**config.mk**
```make
export PLATFORM = sky130hd
export DESIGN_NAME = spi_slave_gen
export DESIGN_NICKNAME = d
export VERILOG_FILES = /design/src/rtl/spi_slave_pkg.sv /design/src/rtl/spi_slave_shifter.sv /design/src/rtl/spi_slave_gen.sv
export SDC_FILE = /design/constraint.sdc
export NUM_CORES = 1
export LEC_CHECK = 0
export CAP_MARGIN = 20
export CELL_PAD_IN_SITES_DETAIL_PLACEMENT = 0
export CELL_PAD_IN_SITES_GLOBAL_PLACEMENT = 2
export CORE_ASPECT_RATIO = 1.4
export CORE_MARGIN = 2
export CORE_UTILIZATION = 38
export CTS_CLUSTER_DIAMETER = 200
export DETAILED_ROUTE_END_ITERATION = 7
export PLACE_DENSITY = 0.86
export RECOVER_POWER = 100
export REMOVE_ABC_BUFFERS = 1
export SLEW_MARGIN = 20
export SYNTH_ARGS = -nofsm -noshare
export SYNTH_HDL_FRONTEND = slang
export SYNTH_HIERARCHICAL = 1
export SYNTH_SLANG_ARGS = --single-unit
```
**constraint.sdc**
```tcl
create_clock -name clk -period 5 [get_ports clk]
set_clock_uncertainty 0.15 [all_clocks]
set_input_delay 1.5 -clock clk [delete_from_list [all_inputs] [get_ports clk]]
set_output_delay 1.5 -clock clk [all_outputs]
set_load 0.005 [all_outputs]
```
**src/rtl/spi_slave_pkg.sv**
```systemverilog
// Shared types and constants for the parametrised SPI slave front-end.
// Frame layout is {cmd[1:0], payload[DATA_W-1:0]}; see spi_slave_gen for the FSM.
package spi_slave_pkg;

  typedef enum logic [2:0] {
    ST_IDLE,
    ST_CHK_CMD,
    ST_WRITE,
    ST_READ_ADD,
    ST_READ_DATA
  } state_t;

  // Sub-phases of READ_DATA: receive frame, wait for RAM word, shift it out, idle until SS_n rises.
  typedef enum logic [1:0] {
    PH_RX,
    PH_WAIT,
    PH_SHIFT,
    PH_HOLD
  } rd_phase_t;

  localparam logic [1:0] CMD_WR_ADDR = 2'b00;
  localparam logic [1:0] CMD_WR_DATA = 2'b01;
  localparam logic [1:0] CMD_RD_ADDR = 2'b10;
  localparam logic [1:0] CMD_RD_DATA = 2'b11;

  function automatic int frame_len(input int data_w);
    return data_w + 2;
  endfunction

endpackage

```
**src/rtl/spi_slave_shifter.sv**
```systemverilog
// SIPO frame shifter and PISO transmit shifter with LSB_FIRST payload reordering.
// frame_next is the frame as it will look once the current sipo_bit is shifted in.
module spi_slave_shifter
  import spi_slave_pkg::*;
#(
  parameter int DATA_W    = 8,
  parameter int LSB_FIRST = 0
) (
  input  logic              clk,
  input  logic              rst_n,
  input  logic              sipo_en,
  input  logic              sipo_bit,
  input  logic              piso_load,
  input  logic [DATA_W-1:0] piso_data,
  input  logic              piso_shift,
  output logic [DATA_W+1:0] frame_next,
  output logic              piso_bit
);

  localparam int FRAME_W = frame_len(DATA_W);

  logic [FRAME_W-1:0] sipo_reg;
  logic [FRAME_W-1:0] sipo_next;
  logic [DATA_W-1:0]  piso_reg;
  logic [DATA_W-1:0]  payload_rev;
  logic [DATA_W-1:0]  tx_rev;
  logic [DATA_W-1:0]  payload_nat;
  logic [DATA_W-1:0]  tx_ordered;

  assign sipo_next = {sipo_reg[FRAME_W-2:0], sipo_bit};

  generate
    for (genvar gi = 0; gi < DATA_W; gi++) begin : g_rev
      assign payload_rev[gi] = sipo_next[DATA_W-1-gi];
      assign tx_rev[gi]      = piso_data[DATA_W-1-gi];
    end
  endgenerate

  // Serial order always runs through the MSB end; reversal restores natural order.
  generate
    if (LSB_FIRST != 0) begin : g_lsb
      assign payload_nat = payload_rev;
      assign tx_ordered  = tx_rev;
    end else begin : g_msb
      assign payload_nat = sipo_next[DATA_W-1:0];
      assign tx_ordered  = piso_data;
    end
  endgenerate

  assign frame_next = {sipo_next[FRAME_W-1:DATA_W], payload_nat};
  assign piso_bit   = piso_reg[DATA_W-1];

  always_ff @(posedge clk or negedge rst_n) begin
    if (!rst_n) begin
      sipo_reg <= '0;
      piso_reg <= '0;
    end else begin
      if (sipo_en) begin
        sipo_reg <= sipo_next;
      end
      if (piso_load) begin
        piso_reg <= tx_ordered;
      end else if (piso_shift) begin
        piso_reg <= {piso_reg[DATA_W-2:0], 1'b0};
      end
    end
  end

endmodule

```
**src/rtl/spi_slave_gen.sv**
```systemverilog
// Parametrised SPI slave: frame decode FSM, bit counter, read-address tracking, MISO driver.
// Optional burst read mode is enabled by defining SPI_SLAVE_BURST_EN.
module spi_slave_gen
  import spi_slave_pkg::*;
#(
  parameter int DATA_W    = 8,
  parameter int LSB_FIRST = 0
) (
  input  logic              clk,
  input  logic              rst_n,
  input  logic              SS_n,
  input  logic              MOSI,
  output logic              MISO,
  output logic [DATA_W+1:0] rx_data,
  output logic              rx_valid,
  input  logic [DATA_W-1:0] tx_data,
  input  logic              tx_valid,
  output logic              frame_err
);

  localparam int FRAME_W = frame_len(DATA_W);
  localparam int CNT_W   = $clog2(FRAME_W);
  localparam logic [CNT_W-1:0] RX_LAST    = CNT_W'(DATA_W);
  localparam logic [CNT_W-1:0] SHIFT_LAST = CNT_W'(DATA_W - 1);

  state_t             state_reg, state_next;
  rd_phase_t          phase_reg, phase_next;
  logic [CNT_W-1:0]   cnt_reg, cnt_next;
  logic               done_reg, done_next;
  logic               seen_reg, seen_next;
  logic               rx_valid_reg, rx_valid_next;
  logic               frame_err_reg, frame_err_next;
  logic               miso_reg, miso_next;
  logic [FRAME_W-1:0] rx_data_reg, rx_data_next;

  logic               sipo_en;
  logic               piso_load;
  logic               piso_shift;
  logic               piso_bit;
  logic               rx_busy;
  logic [FRAME_W-1:0] frame_next;

  spi_slave_shifter #(
    .DATA_W   (DATA_W),
    .LSB_FIRST(LSB_FIRST)
  ) u_shifter (
    .clk       (clk),
    .rst_n     (rst_n),
    .sipo_en   (sipo_en),
    .sipo_bit  (MOSI),
    .piso_load (piso_load),
    .piso_data (tx_data),
    .piso_shift(piso_shift),
    .frame_next(frame_next),
    .piso_bit  (piso_bit)
  );

  always_ff @(posedge clk or negedge rst_n) begin
    if (!rst_n) begin
      state_reg     <= ST_IDLE;
      phase_reg     <= PH_RX;
      cnt_reg       <= '0;
      done_reg      <= 1'b0;
      seen_reg      <= 1'b0;
      rx_valid_reg  <= 1'b0;
      frame_err_reg <= 1'b0;
      miso_reg      <= 1'b0;
      rx_data_reg   <= '0;
    end else begin
      state_reg     <= state_next;
      phase_reg     <= phase_next;
      cnt_reg       <= cnt_next;
      done_reg      <= done_next;
      seen_reg      <= seen_next;
      rx_valid_reg  <= rx_valid_next;
      frame_err_reg <= frame_err_next;
      miso_reg      <= miso_next;
      rx_data_reg   <= rx_data_next;
    end
  end

  // Frame bits after cmd[1] are received identically in WRITE, READ_ADD and READ_DATA.
  assign rx_busy = ((state_reg == ST_WRITE || state_reg == ST_READ_ADD) && !done_reg) ||
                   (state_reg == ST_READ_DATA && phase_reg == PH_RX);

  always_comb begin
    state_next     = state_reg;
    phase_next     = phase_reg;
    cnt_next       = cnt_reg;
    done_next      = done_reg;
    seen_next      = seen_reg;
    rx_valid_next  = 1'b0;
    frame_err_next = 1'b0;
    miso_next      = 1'b0;
    rx_data_next   = rx_data_reg;
    sipo_en        = 1'b0;
    piso_load      = 1'b0;
    piso_shift     = 1'b0;

    if (rx_busy) begin
      if (cnt_reg == RX_LAST) begin
        // The last bit counts even when SS_n rises on the same edge.
        sipo_en       = 1'b1;
        rx_data_next  = frame_next;
        rx_valid_next = 1'b1;
        if (frame_next[FRAME_W-1 -: 2] == CMD_RD_ADDR) begin
          seen_next = 1'b1;
        end
        if (SS_n) begin
          state_next = ST_IDLE;
        end else if (state_reg == ST_READ_DATA) begin
          phase_next = PH_WAIT;
          cnt_next   = '0;
        end else begin
          done_next = 1'b1;
        end
      end else if (SS_n) begin
        state_next     = ST_IDLE;
        frame_err_next = 1'b1;
      end else begin
        sipo_en  = 1'b1;
        cnt_next = cnt_reg + 1'b1;
      end
    end else begin
      case (state_reg)
        ST_IDLE: begin
          if (!SS_n) begin
            state_next = ST_CHK_CMD;
          end
        end
        ST_CHK_CMD: begin
          if (SS_n) begin
            state_next     = ST_IDLE;
            frame_err_next = 1'b1;
          end else begin
            sipo_en    = 1'b1;
            done_next  = 1'b0;
            phase_next = PH_RX;
            if (!MOSI) begin
              state_next = ST_WRITE;
            end else if (seen_reg) begin
              state_next = ST_READ_DATA;
            end else begin
              state_next = ST_READ_ADD;
            end
          end
        end
        ST_WRITE, ST_READ_ADD: begin
          if (SS_n) begin
            state_next = ST_IDLE;
          end
        end
        ST_READ_DATA: begin
          case (phase_reg)
            PH_WAIT: begin
              if (SS_n) begin
                state_next = ST_IDLE;
`ifdef SPI_SLAVE_BURST_EN
                // After at least one word, SS_n rising here is the normal end of a burst.
                if (done_reg) begin
                  seen_next = 1'b0;
                end else begin
                  frame_err_next = 1'b1;
                end
`else
                frame_err_next = 1'b1;
`endif
              end else if (tx_valid) begin
                piso_load  = 1'b1;
                phase_next = PH_SHIFT;
                cnt_next   = '0;
              end
            end
            PH_SHIFT: begin
              miso_next  = piso_bit;
              piso_shift = 1'b1;
              if (cnt_reg == SHIFT_LAST) begin
`ifdef SPI_SLAVE_BURST_EN
                done_next = 1'b1;
                if (SS_n) begin
                  state_next = ST_IDLE;
                  seen_next  = 1'b0;
                end else begin
                  rx_valid_next = 1'b1;
                  phase_next    = PH_WAIT;
                  cnt_next      = '0;
                end
`else
                seen_next = 1'b0;
                if (SS_n) begin
                  state_next = ST_IDLE;
                end else begin
                  phase_next = PH_HOLD;
                end
`endif
              end else if (SS_n) begin
                state_next     = ST_IDLE;
                frame_err_next = 1'b1;
                miso_next      = 1'b0;
`ifdef SPI_SLAVE_BURST_EN
                if (done_reg) begin
                  seen_next = 1'b0;
                end
`endif
              end else begin
                cnt_next = cnt_reg + 1'b1;
              end
            end
            PH_HOLD: begin
              if (SS_n) begin
                state_next = ST_IDLE;
              end
            end
            default: begin
              state_next = ST_IDLE;
            end
          endcase
        end
        default: begin
          state_next = ST_IDLE;
        end
      endcase
    end

    if (state_next != state_reg) begin
      cnt_next = '0;
    end
  end

  assign MISO      = miso_reg;
  assign rx_valid  = rx_valid_reg;
  assign frame_err = frame_err_reg;
  assign rx_data   = rx_data_reg;

endmodule

```
==> metrics.log, run 1 <==
INFO  metric max_freq = 0.251 GHz
INFO  metric clock_root_cell = sky130_fd_sc_hd__clkbuf_8
INFO  metric crit_path_top_delay_cell = sky130_fd_sc_hd__o32ai_1
INFO  metric power.density = 315 nW/um^2
INFO  metric crit_buf_inv = 1
INFO  metric finalWorstPathRequiredPeriod = 3.98 ns
INFO  metric fp.dieW = 67.4 um
INFO  metric critical_path.startpoint_type = primary input
INFO  metric syn_to_final_growth = 14.5%
INFO  metric floorplan.rows = 32
INFO  metric timing.reg2reg.worst_path_depth = 5
INFO  metric cts_setup_buffers = 0
INFO  metric post_route_cells_drive_above_1_share = 9.57%
INFO  metric post-route-period-util = 79.5%
INFO  metric synth_area = 2140 sq um
INFO  metric synth_top_cell_area_share = 48.0%
INFO  metric synth_warn = 6
INFO  metric grt_antenna_before_repair = 0
INFO  metric hold_path.startpoint = rx_data[6]
INFO  metric route.detailed.vias_per_inst = 5.02
INFO  metric top_reg_cell_synth = sky130_fd_sc_hd__dfrtp_1
INFO  metric synth_async_sr_flop_share = 100%
INFO  metric cts.path.max_buffers = 2
INFO  metric num_antenna_cells = 0
INFO  metric largest_register_ff_count = 10
INFO  metric detail_route.first_pass.iterations = 4
INFO  metric cp-end-kind = flip-flop
INFO  metric ctsHtreeMaxLevel = 2
INFO  metric min_path_type = reg2reg
INFO  metric cp_num_cells = 3
INFO  metric grt_setup_unrepaired = no
INFO  metric ys_ff_latch = 41
INFO  metric cts.clk_slew.worst_paths = 0.08 ns
INFO  metric synth_seq_area_share = 48.0%
INFO  metric worst_ir_drop_vdd = 116 uV
INFO  metric synth-edff-count = 0
INFO  metric r2r-start = state_reg[1]
INFO  metric critPathMaxFanout = 10
INFO  metric crit_chain = dlygate4sd3_1, o32ai_1, mux2_4
INFO  metric hold_buffers = 0
INFO  metric maximum_number_of_pins_on_one_net_before_global_route_repair = 42
INFO  metric drtAntennaViolNets = 0
INFO  metric synth_cell_type_count = 48
INFO  metric design.die.area = 6250 sq um
INFO  metric detailed_place_hpwl = 2.99 mm
INFO  metric clk_latency = 0.29 ns
INFO  metric post-route-drc-count = 0
INFO  metric synth.top_cells.by_area = sky130_fd_sc_hd__dfrtp_1, sky130_fd_sc_hd__nand2_1, sky130_fd_sc_hd__mux2_4
INFO  metric data_required_time_of_the_critical_path = 5.02 ns
INFO  metric fin_cells = 298
INFO  metric totalWireLength = 4.14 mm
INFO  metric detail_route.wl_per_cell = 13.9 um
INFO  metric max_stage_delay = 1.45 ns
INFO  metric cap_violations = 3
INFO  metric design.core.area = 5490 sq um
INFO  metric worst_hold_slack = 0.321 ns
INFO  metric post-route-cell-area = 2450 sq um
INFO  metric grt_pass1_vias = 1496
INFO  metric numClockSinks = 41
INFO  metric failed_checks = max-capacitance violations, max-slew violations
INFO  metric floorplan.initialDensity = 39.0%
INFO  metric whs_path_depth = 2
INFO  metric placed_cells_incl_taps = 290
INFO  metric timing_worst_slew_pin_value = 2.18 ns
INFO  metric dieHeight = 92.8 um
INFO  metric netlist_instances = 206
INFO  metric detailedRoute.firstIterationViolations = 144
INFO  metric gp_routability_congestion = 0.798
INFO  metric global_route_wire_length_before_repair = 7.11 mm
INFO  metric post-synth-top-count-cell = sky130_fd_sc_hd__nand2_1
INFO  metric cts_made_buffers = 5
INFO  metric totalNegativeSetupSlack = 0 ns
INFO  metric max-slew-margin-rel = -45.3%
INFO  metric cp_top_family = compound AO/OA/AOI/OAI gates
INFO  metric critical_path_start_end_classification = in2reg
INFO  metric final_nets = 247
INFO  metric io_pins = 26
INFO  metric synth.avg_cell_area = 10.4 sq um
INFO  metric power_leakage = 1.09 nW
INFO  metric place.port_buffers = 25
INFO  metric n_fill_cell = 519
INFO  metric finalHoldViolations = 0
INFO  metric synth.top_cells.by_count = sky130_fd_sc_hd__nand2_1, sky130_fd_sc_hd__dfrtp_1, sky130_fd_sc_hd__inv_1
INFO  metric crit_path_start = SS_n
INFO  metric globalRouteOverflowTotal = 0
INFO  metric final_setup_vio_count = 0
INFO  metric design_power_total = 0.772 mW
INFO  metric tritoncts = built
INFO  metric outcome = finished, violations left
INFO  metric placed_area = 2400 sq um
INFO  metric arrival_time_of_the_worst_setup_path = 4.00 ns
INFO  metric via_count = 1495
INFO  metric maxSlewViolCount = 66
INFO  metric synth_top_cell_by_area = sky130_fd_sc_hd__dfrtp_1
INFO  metric post_cts_resized = 0
INFO  metric globalRouteTotalUtil = 15.1%
==> worst paths after layout <==
check,endpoint,slack [ns]
max,u_shifter/sipo_reg[4],1.02
min,rx_data[6],0.32
max reg2reg,cnt_reg[2],1.49
min reg2reg,rx_data[6],0.32
max in group asynchronous,u_shifter/piso_reg[7],1.76
min in group asynchronous,rx_valid,1.69
==> worst register-to-register path, stage by stage, from the launching register on <==
cell                       delay [ns]
sky130_fd_sc_hd__dfrtp_1         0.64
sky130_fd_sc_hd__and4bb_1        0.31
sky130_fd_sc_hd__o21ai_0         1.28
sky130_fd_sc_hd__o31a_2          0.41
sky130_fd_sc_hd__or3b_1          0.41
sky130_fd_sc_hd__o32ai_1         0.22
==> per-stage QoR <==
| stage | worst slack, ns | util [%] |
|---|---|---|
| 6_report | 1.02 | 44.7 |
| 2_1_floorplan | 1.66 | - |
| 3_3_place_gp | 1.34 | 43.8 |
| 4_1_cts | 1.65 | 45.4 |
| 5_1_grt | 0.872 | 44.7 |
| 3_5_place_dp | 1.34 | 43.8 |
==> cell type report <==
type	count	area (sq um)	area share (%)
clock buffer	5	68.8	2.81
tap	68	85.1	3.47
multi-input combinational	144	963	39.3
sequential	41	1030	41.9
clock inverter	3	17.5	0.715
timing repair buffer	26	248	10.1
inverter	11	41.3	1.69
==> cells in the final DEF, fill, tap and decap left out, types with 2 or more instances in the layout <==
| master | count |
|---|---|
| sky130_fd_sc_hd__nand4b_1 | 3 |
| sky130_fd_sc_hd__ha_1 | 5 |
| sky130_fd_sc_hd__nor2b_1 | 2 |
| sky130_fd_sc_hd__clkdlybuf4s50_1 | 9 |
| sky130_fd_sc_hd__o32ai_1 | 2 |
| sky130_fd_sc_hd__and2_1 | 2 |
| sky130_fd_sc_hd__nor2_1 | 6 |
| sky130_fd_sc_hd__clkbuf_1 | 2 |
| sky130_fd_sc_hd__nand3b_1 | 3 |
| sky130_fd_sc_hd__mux2_2 | 2 |
| sky130_fd_sc_hd__nand2b_1 | 6 |
| sky130_fd_sc_hd__and3_1 | 2 |
| sky130_fd_sc_hd__o21ai_0 | 15 |
| sky130_fd_sc_hd__a21oi_1 | 7 |
| sky130_fd_sc_hd__nand2_1 | 42 |
| sky130_fd_sc_hd__o22ai_1 | 3 |
| sky130_fd_sc_hd__nor3_1 | 4 |
| sky130_fd_sc_hd__o31ai_1 | 2 |
| sky130_fd_sc_hd__mux2_4 | 9 |
| sky130_fd_sc_hd__o22a_1 | 2 |
| sky130_fd_sc_hd__o21a_1 | 3 |
| sky130_fd_sc_hd__clkinv_2 | 2 |
| sky130_fd_sc_hd__mux2i_1 | 7 |
| sky130_fd_sc_hd__inv_1 | 10 |
| sky130_fd_sc_hd__dfrtp_1 | 41 |
| sky130_fd_sc_hd__dlygate4sd3_1 | 15 |
| sky130_fd_sc_hd__clkbuf_8 | 5 |
==> routing by layer <==
metal / track usage, % / share of wire, % / vias up
li1: - / - / 760
met1: 18.5 / 44 / 699
met2: 25.7 / 52 / 30
met3: 3.16 / 2.6 / 6
met4: 5.61 / 1.7 / 0
met5: 0 / 0 / -
==> logic make-up (layout without fill, tap and decap cells) <==
| family | Yosys count | count (layout) | synth area share (%) |
|---|---|---|---|
| simple gates | 77 | 77 | 18.8 |
| compound gates | 43 | 43 | 13.6 |
| flops | 41 | 41 | 48.0 |
| buf+inv | 21 | 45 | 5.67 |
| mux | 18 | 18 | 10.6 |
| fa+ha+maj | 5 | 5 | 2.92 |
| xor+xnor | 1 | 1 | 0.409 |
==> where the power goes <==
| group | switching (mW) | internal, mW | total (mW) |
|---|---|---|---|
| combinational | 0.0573 | 0.0897 | 0.147 |
| sequential | 0.0422 | 0.375 | 0.418 |
| clock | 0.112 | 0.0963 | 0.208 |
| total | 0.211 | 0.561 | 0.772 |
(Power assumes the default switching activity.)
==> inputs of run 2 (changes only) <==
Settings changed: CORE_UTILIZATION 38 to 32, PLACE_DENSITY 0.86 to 0.78.
Clock period 5 ns to 3.5 ns, I/O delays scaled along.
==> run 2 against run 1 <==
  * The run now ends clean
  * Die area rose by 18%
  * Combinational power rose by 37%
  * Register-to-register slack got worse by 0.78 ns
  * Sequential power rose by 43%
  * Worst hold slack got worse by 0.0033 ns
  * Clock-buffer cell count did not move
  * Non-clock buffer count rose by 3
  * Largest power group unchanged
==> metrics.log, run 2 (synthesis gave the netlist of run 1 again) <==
INFO  metric design.die.area = 7370 sq um (+18%)
INFO  metric route.detailed.vias_per_inst = 5.02 (+0.12%)
INFO  metric worst_ir_drop_vdd = 140 uV (+21%)
INFO  metric maximum_number_of_pins_on_one_net_before_global_route_repair = 42 (unchanged)
INFO  metric post-route-drc-count = 0 (unchanged)
INFO  metric hold_buffers = 0 (unchanged)
INFO  metric cts_setup_buffers = 0 (unchanged)
INFO  metric clock_root_cell = sky130_fd_sc_hd__clkbuf_8
INFO  metric utilization = 38.0% (-6.7 points)
INFO  metric cp_num_cells = 6 (+3)
INFO  metric detailed_place_hpwl = 3.11 mm (+3.9%)
INFO  metric globalRouteTotalUtil = 12.8% (-2.4 points)
INFO  metric arrival_time_of_the_worst_setup_path = 2.99 ns (-1.01 ns)
INFO  metric via_count = 1542 (+3.1%)
INFO  metric grt_pass1_vias = 1508 (+0.80%)
INFO  metric finalWorstPathRequiredPeriod = 2.97 ns
INFO  metric post_route_cells_drive_above_1_share = 10.3% (+0.74 points)
INFO  metric floorplan.initialDensity = 32.8% (-6.2 points)
INFO  metric layout.cells.most_common = sky130_fd_sc_hd__nand2_1
INFO  metric max_freq = 0.336 GHz
INFO  metric largest_register_ff_count = 10 (unchanged)
INFO  metric cts.path.max_buffers = 2 (unchanged)
INFO  metric min_path_type = reg2reg
INFO  metric floorplan.rows = 35 (+9.4%)
INFO  metric crit_chain = dlygate4sd3_1, clkbuf_1, and2_0, o32ai_1, buf_4, mux2_1
INFO  metric placed_area = 2430 sq um (+1.2%)
INFO  metric power.density = 442 nW/um^2 (+40%)
INFO  metric cts_made_buffers = 5 (unchanged)
INFO  metric final_nets = 250 (+1.2%)
INFO  metric maxSlewViolCount = 0 (-100%)
INFO  metric n_fill_cell = 665 (+28%)
INFO  metric design.core.area = 6530 sq um (+19%)
INFO  metric totalNegativeSetupSlack = 0 ns (unchanged)
INFO  metric max_stage_delay = 0.66 ns (-0.79 ns)
INFO  metric power_leakage = 1.09 nW (+0.72%)
INFO  metric dieHeight = 101 um (+8.6%)
INFO  metric data_required_time_of_the_critical_path = 3.52 ns (-1.50 ns)
INFO  metric drtAntennaViolNets = 0 (unchanged)
INFO  metric cts.clk_slew.worst_paths = 0.07 ns (about the same)
INFO  metric commonest_cells_after_routing_fill_and_taps_aside = sky130_fd_sc_hd__nand2_1, sky130_fd_sc_hd__dfrtp_1, sky130_fd_sc_hd__o21ai_0, sky130_fd_sc_hd__dlygate4sd3_1, sky130_fd_sc_hd__inv_1
INFO  metric crit_buf_inv = 3 (+2)
INFO  metric whs_path_depth = 2 (unchanged)
INFO  metric timing.reg2reg.worst_path_depth = 8 (+3)
INFO  metric cp-end-kind = flip-flop
INFO  metric numClockSinks = 41 (unchanged)
INFO  metric detailedRoute.firstIterationViolations = 57 (-60%)
INFO  metric crit_path_top_delay_cell = sky130_fd_sc_hd__dlygate4sd3_1
INFO  metric place.port_buffers = 25 (unchanged)
INFO  metric finalHoldViolations = 0 (unchanged)
INFO  metric post-route-period-util = 85.0%
INFO  metric clk_latency = 0.29 ns (about the same)
INFO  metric max-slew-margin-rel = 39.0% (+84 points)
INFO  metric critical_path.startpoint_type = primary input
INFO  metric num_antenna_cells = 0 (unchanged)
INFO  metric post-route-cell-area = 2480 sq um (+1.2%)
INFO  metric outcome = completed
INFO  metric timing_worst_slew_pin_value = 0.915 ns (-1.26 ns)
INFO  metric totalWireLength = 4.34 mm (+4.8%)
INFO  metric grt_setup_unrepaired = no
INFO  metric post_cts_resized = 0 (unchanged)
INFO  metric cap_violations = 0 (-3)
INFO  metric grt_antenna_before_repair = 0 (unchanged)
INFO  metric detail_route.wl_per_cell = 14.1 um (+1.7%)
INFO  metric fp.dieW = 73.1 um (+8.4%)
INFO  metric critPathMaxFanout = 13 (+3)
INFO  metric io_pins = 26 (unchanged)
INFO  metric gp_routability_congestion = 0.760 (-4.7%)
INFO  metric ctsHtreeMaxLevel = 2 (unchanged)
INFO  metric final_setup_vio_count = 0 (unchanged)
INFO  metric detail_route.first_pass.iterations = 4 (unchanged)
INFO  metric global_route_wire_length_before_repair = 7.31 mm (+2.7%)
INFO  metric globalRouteOverflowTotal = 0 (unchanged)
INFO  metric tritoncts = built
INFO  metric critical_path_start_end_classification = in2reg
INFO  metric cp_top_family = buffers and inverters
INFO  metric syn_to_final_growth = 15.9%
INFO  metric design_power_total = 1.10 mW (+42%)
[run 2: cell count changes in the layout (fill, tap and decap cells not counted), moves of 2 or more]
| cell | change |
|---|---|
| sky130_fd_sc_hd__mux2_4 | -3 |
| sky130_fd_sc_hd__buf_4 | +2 |
| sky130_fd_sc_hd__and2_0 | +2 |
| sky130_fd_sc_hd__and2_1 | -2 |
| sky130_fd_sc_hd__mux2_1 | +3 |
[run 2: final timing paths]
path	from	to	slack [ns]
max	SS_n	u_shifter/sipo_reg[2]	0.53
min	rx_data[2]	rx_data[2]	0.32
max reg2reg	phase_reg[0]	cnt_reg[2]	0.71
min reg2reg	rx_data[2]	rx_data[2]	0.32
max in group asynchronous	rst_n	u_shifter/piso_reg[1]	1.88
min in group asynchronous	rst_n	rx_data[0]	0.74
[run 2: layout make-up]
class	count	area (sq um)	share of cell area, %
sequential	41	1030	41.4
multi-input combinational	144	966	39.0
timing repair buffer	29	268	10.8
tap	74	92.6	3.73
clock buffer	5	68.8	2.77
inverter	11	41.3	1.66
clock inverter	3	17.5	0.706
[run 2: stage by stage]
step	instances	worst slack, ns	hold WS, ns
floorplan	196	0.612	0.311
global placement	299	0.601	0.310
detailed placement	299	0.547	0.312
CTS	307	0.848	0.331
global route	307	0.388	0.349
finish	307	0.526	0.318
[run 2: worst reg2reg max path, delay by kind of cell, from the launching register on]
family                   cells  cell delay [ns]
AO/OA/AOI/OAI                3             0.70
buffers and inverters        2             0.56
AND/OR/NAND/NOR              2             0.67
flip-flops                   1             0.36
adder cells (fa/ha/maj)      1             0.25
[run 2: metal layers]
metal | part of all wire, % | GRT usage, %
met1 | 46 | 15.8
met2 | 50 | 21.7
met4 | 1.3 | 4.70
met3 | 2.9 | 2.60
met5 | 0 | 0
[run 2: power by group]
part	leakage [nW]	switching (mW)	total, mW	internal (mW)
clock	0.0439	0.162	0.299	0.138
sequential	0.513	0.0601	0.596	0.536
combinational	0.538	0.0843	0.201	0.117
total	1.09	0.306	1.10	0.791
==> inputs of run 3 (changes only) <==
Settings changed: CORE_UTILIZATION 32 to 35, PLACE_DENSITY 0.78 to 0.81.
Clock period 3.5 ns to 3.1 ns, I/O delays scaled along.
==> run 3 against run 2 <==
  * Sequential power up 11%
  * Global-route usage grew 0.69 points
  * Clock power rose by 40%
  * Worst hold slack worse by 0.00063 ns
  * Die area down 8.2%
==> metrics.log, run 3 (synthesis gave the netlist of run 1 again) <==
INFO  metric crit_chain = dlygate4sd3_1, buf_12, nand2_1, nand2_1, a22o_1, or3b_1, o32ai_1
INFO  metric grt_pass1_vias = 1480 (-1.9%)
INFO  metric tritoncts = built
INFO  metric switchingPower = 0.344 mW (+12%)
INFO  metric floorplan.initialDensity = 36.2% (+3.4 points)
INFO  metric detailed_place_hpwl = 3.06 mm (-1.7%)
INFO  metric grt_antenna_before_repair = 0 (unchanged)
INFO  metric post-route-drc-count = 0 (unchanged)
INFO  metric power.density = 523 nW/um^2 (+18%)
INFO  metric post-route-period-util = 88.9%
INFO  metric numClockSinks = 41 (unchanged)
INFO  metric final_setup_vio_count = 0 (unchanged)
INFO  metric sw_ratio = 26.4% (-1.5 points)
INFO  metric clock_root_cell = sky130_fd_sc_hd__clkbuf_8
INFO  metric critPathMaxFanout = 17 (+4)
INFO  metric via_count = 1569 (+1.8%)
INFO  metric route.detailed.vias_per_inst = 5.21 (+3.8%)
INFO  metric totalWireLength = 4.27 mm (-1.6%)
INFO  metric cts.path.max_buffers = 2 (unchanged)
INFO  metric clk_latency = 0.29 ns (about the same)
INFO  metric cap_violations = 0 (unchanged)
INFO  metric crit_path_frequent_cell = sky130_fd_sc_hd__nand2_1
INFO  metric post_cts_resized = 0 (unchanged)
INFO  metric cp_top_family = buffers and inverters
INFO  metric design.core.area = 5900 sq um (-9.5%)
INFO  metric cp-end-kind = flip-flop
INFO  metric power_leakage = 1.09 nW (-0.46%)
INFO  metric cts.clk_slew.worst_paths = 0.09 ns (+0.02 ns)
INFO  metric hold_buffers = 0 (unchanged)
INFO  metric crit_buf_inv = 2 (-1)
INFO  metric largest_register_ff_count = 10 (unchanged)
INFO  metric gp_routability_congestion = 0.831 (+9.3%)
INFO  metric global_route.usage.met1 = 16.7% (+0.97 points)
INFO  metric grtUsageMet2 = 21.9% (+0.21 points)
INFO  metric critical_path.startpoint_type = primary input
INFO  metric outcome = completed
INFO  metric min_path_type = reg2reg
INFO  metric fin_cells = 301 (-2.0%)
INFO  metric worst_ir_drop_vdd = 202 uV (+45%)
INFO  metric max_freq = 0.363 GHz
INFO  metric timing_worst_slew_pin_value = 1.01 ns (+0.0916 ns)
INFO  metric io_pins = 26 (unchanged)
INFO  metric maxSlewViolCount = 0 (unchanged)
INFO  metric detail_route.first_pass.iterations = 4 (unchanged)
INFO  metric arrival_time_of_the_worst_setup_path = 2.81 ns (-0.18 ns)
INFO  metric final_nets = 249 (-0.40%)
INFO  metric crit_path_top_delay_cell = sky130_fd_sc_hd__dlygate4sd3_1
INFO  metric num_antenna_cells = 0 (unchanged)
INFO  metric detailedRoute.firstIterationViolations = 100 (+75%)
INFO  metric globalRouteTotalUtil = 13.5% (+0.69 points)
INFO  metric maximum_number_of_pins_on_one_net_before_global_route_repair = 42 (unchanged)
INFO  metric layout.cells.most_common = sky130_fd_sc_hd__nand2_1
INFO  metric finalWorstPathRequiredPeriod = 2.76 ns
INFO  metric data_required_time_of_the_critical_path = 3.15 ns (-0.37 ns)
INFO  metric global_route_wire_length_before_repair = 7.10 mm (-2.8%)
INFO  metric floorplan.rows = 33 (-5.7%)
INFO  metric met3_usage = 2.90% (+0.30 points)
INFO  metric detail_route.wl_per_cell = 14.2 um (+0.32%)
INFO  metric design.die.area = 6760 sq um (-8.2%)
INFO  metric p_seq_share = 50.9% (-3.5 points)
INFO  metric post_route_cells_drive_above_1_share = 10.8% (+0.52 points)
INFO  metric share_clk_of_total_power = 32.1% (+4.8 points)
INFO  metric syn_to_final_growth = 16.3%
INFO  metric n_fill_cell = 609 (-8.4%)
INFO  metric p_int = 0.958 mW (+21%)
INFO  metric finalHoldViolations = 0 (unchanged)
INFO  metric grt_setup_unrepaired = no
INFO  metric cts_setup_buffers = 0 (unchanged)
INFO  metric commonest_cells_after_routing_fill_and_taps_aside = sky130_fd_sc_hd__nand2_1, sky130_fd_sc_hd__dfrtp_1, sky130_fd_sc_hd__o21ai_0, sky130_fd_sc_hd__dlygate4sd3_1, sky130_fd_sc_hd__inv_1
INFO  metric globalRouteOverflowTotal = 0 (unchanged)
INFO  metric dieHeight = 96.5 um (-4.2%)
INFO  metric fp.dieW = 70.1 um (-4.1%)
INFO  metric combinationalPowerShare = 17.0% (-1.4 points)
INFO  metric drtAntennaViolNets = 0 (unchanged)
INFO  metric critical_path_start_end_classification = in2reg
INFO  metric max-slew-margin-rel = 32.9% (-6.1 points)
INFO  metric totalNegativeSetupSlack = 0 ns (unchanged)
INFO  metric cts_made_buffers = 5 (unchanged)
INFO  metric max_stage_delay = 0.64 ns (-0.02 ns)
INFO  metric placed_cells_incl_taps = 294 (-1.7%)
INFO  metric ctsHtreeMaxLevel = 2 (unchanged)
INFO  metric place.port_buffers = 25 (unchanged)
INFO  metric global_route.peak_usage_layer = met2
[run 3: power by group through the flow]
| stage | logic (mW) | registers, mW | clock network, mW |
|---|---|---|---|
| CTS | 0.260 | 0.669 | 0.430 |
| global placement | 0.252 | 0.677 | 0 |
| finish | 0.221 | 0.663 | 0.418 |
| floorplan | 0.187 | 0.659 | 0 |
| global route | 0.241 | 0.676 | 0.451 |
| detailed placement | 0.259 | 0.678 | 0 |
[run 3: cell type report]
type	instances	area [sq um]	area share, %
inverters	11	41.3	1.66
flip-flops and latches	41	1030	41.2
clock buffers	5	68.8	2.77
multi-input cells	144	952	38.3
well taps	70	87.6	3.52
repair buffers	28	277	11.1
clock inverters	2	35.0	1.41
[run 3: layer usage]
layer | wire length [um] | vias up
met5 | 0 | -
met4 | 93 | 0
met3 | 122 | 6
met2 | 2090 | 31
met1 | 1960 | 771
li1 | - | 761
[run 3: stage by stage]
stage	setup slack, ns	util, %	power, mW	hold WS, ns	area [sq um]
after floorplan	0.332	-	0.846	0.311	2060
after global placement	0.0995	41.2	0.929	0.307	2430
after detailed placement	0.0634	41.2	0.937	0.313	2430
after CTS	0.386	43.0	1.36	0.331	2540
after global routing	0.288	42.1	1.37	0.347	2490
final	0.344	42.1	1.30	0.317	2490
[run 3: worst paths after layout]
path	cells after the start	endpoint	from	slack, ns
setup / recovery	7	cnt_reg[2]	SS_n	0.34
hold / removal	2	rx_data[4]	rx_data[4]	0.32
setup reg to reg	8	cnt_reg[2]	phase_reg[0]	0.61
min in group asynchronous	1	state_reg[1]	rst_n	0.65
max in group asynchronous	1	u_shifter/sipo_reg[7]	rst_n	1.53
hold reg to reg	2	rx_data[4]	rx_data[4]	0.32
[run 3: worst min-delay path, cell delays in order (launching register included)]
cell and delay [ns]:
sky130_fd_sc_hd__dfrtp_1 0.34, sky130_fd_sc_hd__nand2_1 0.05, sky130_fd_sc_hd__nand2_1 0.05
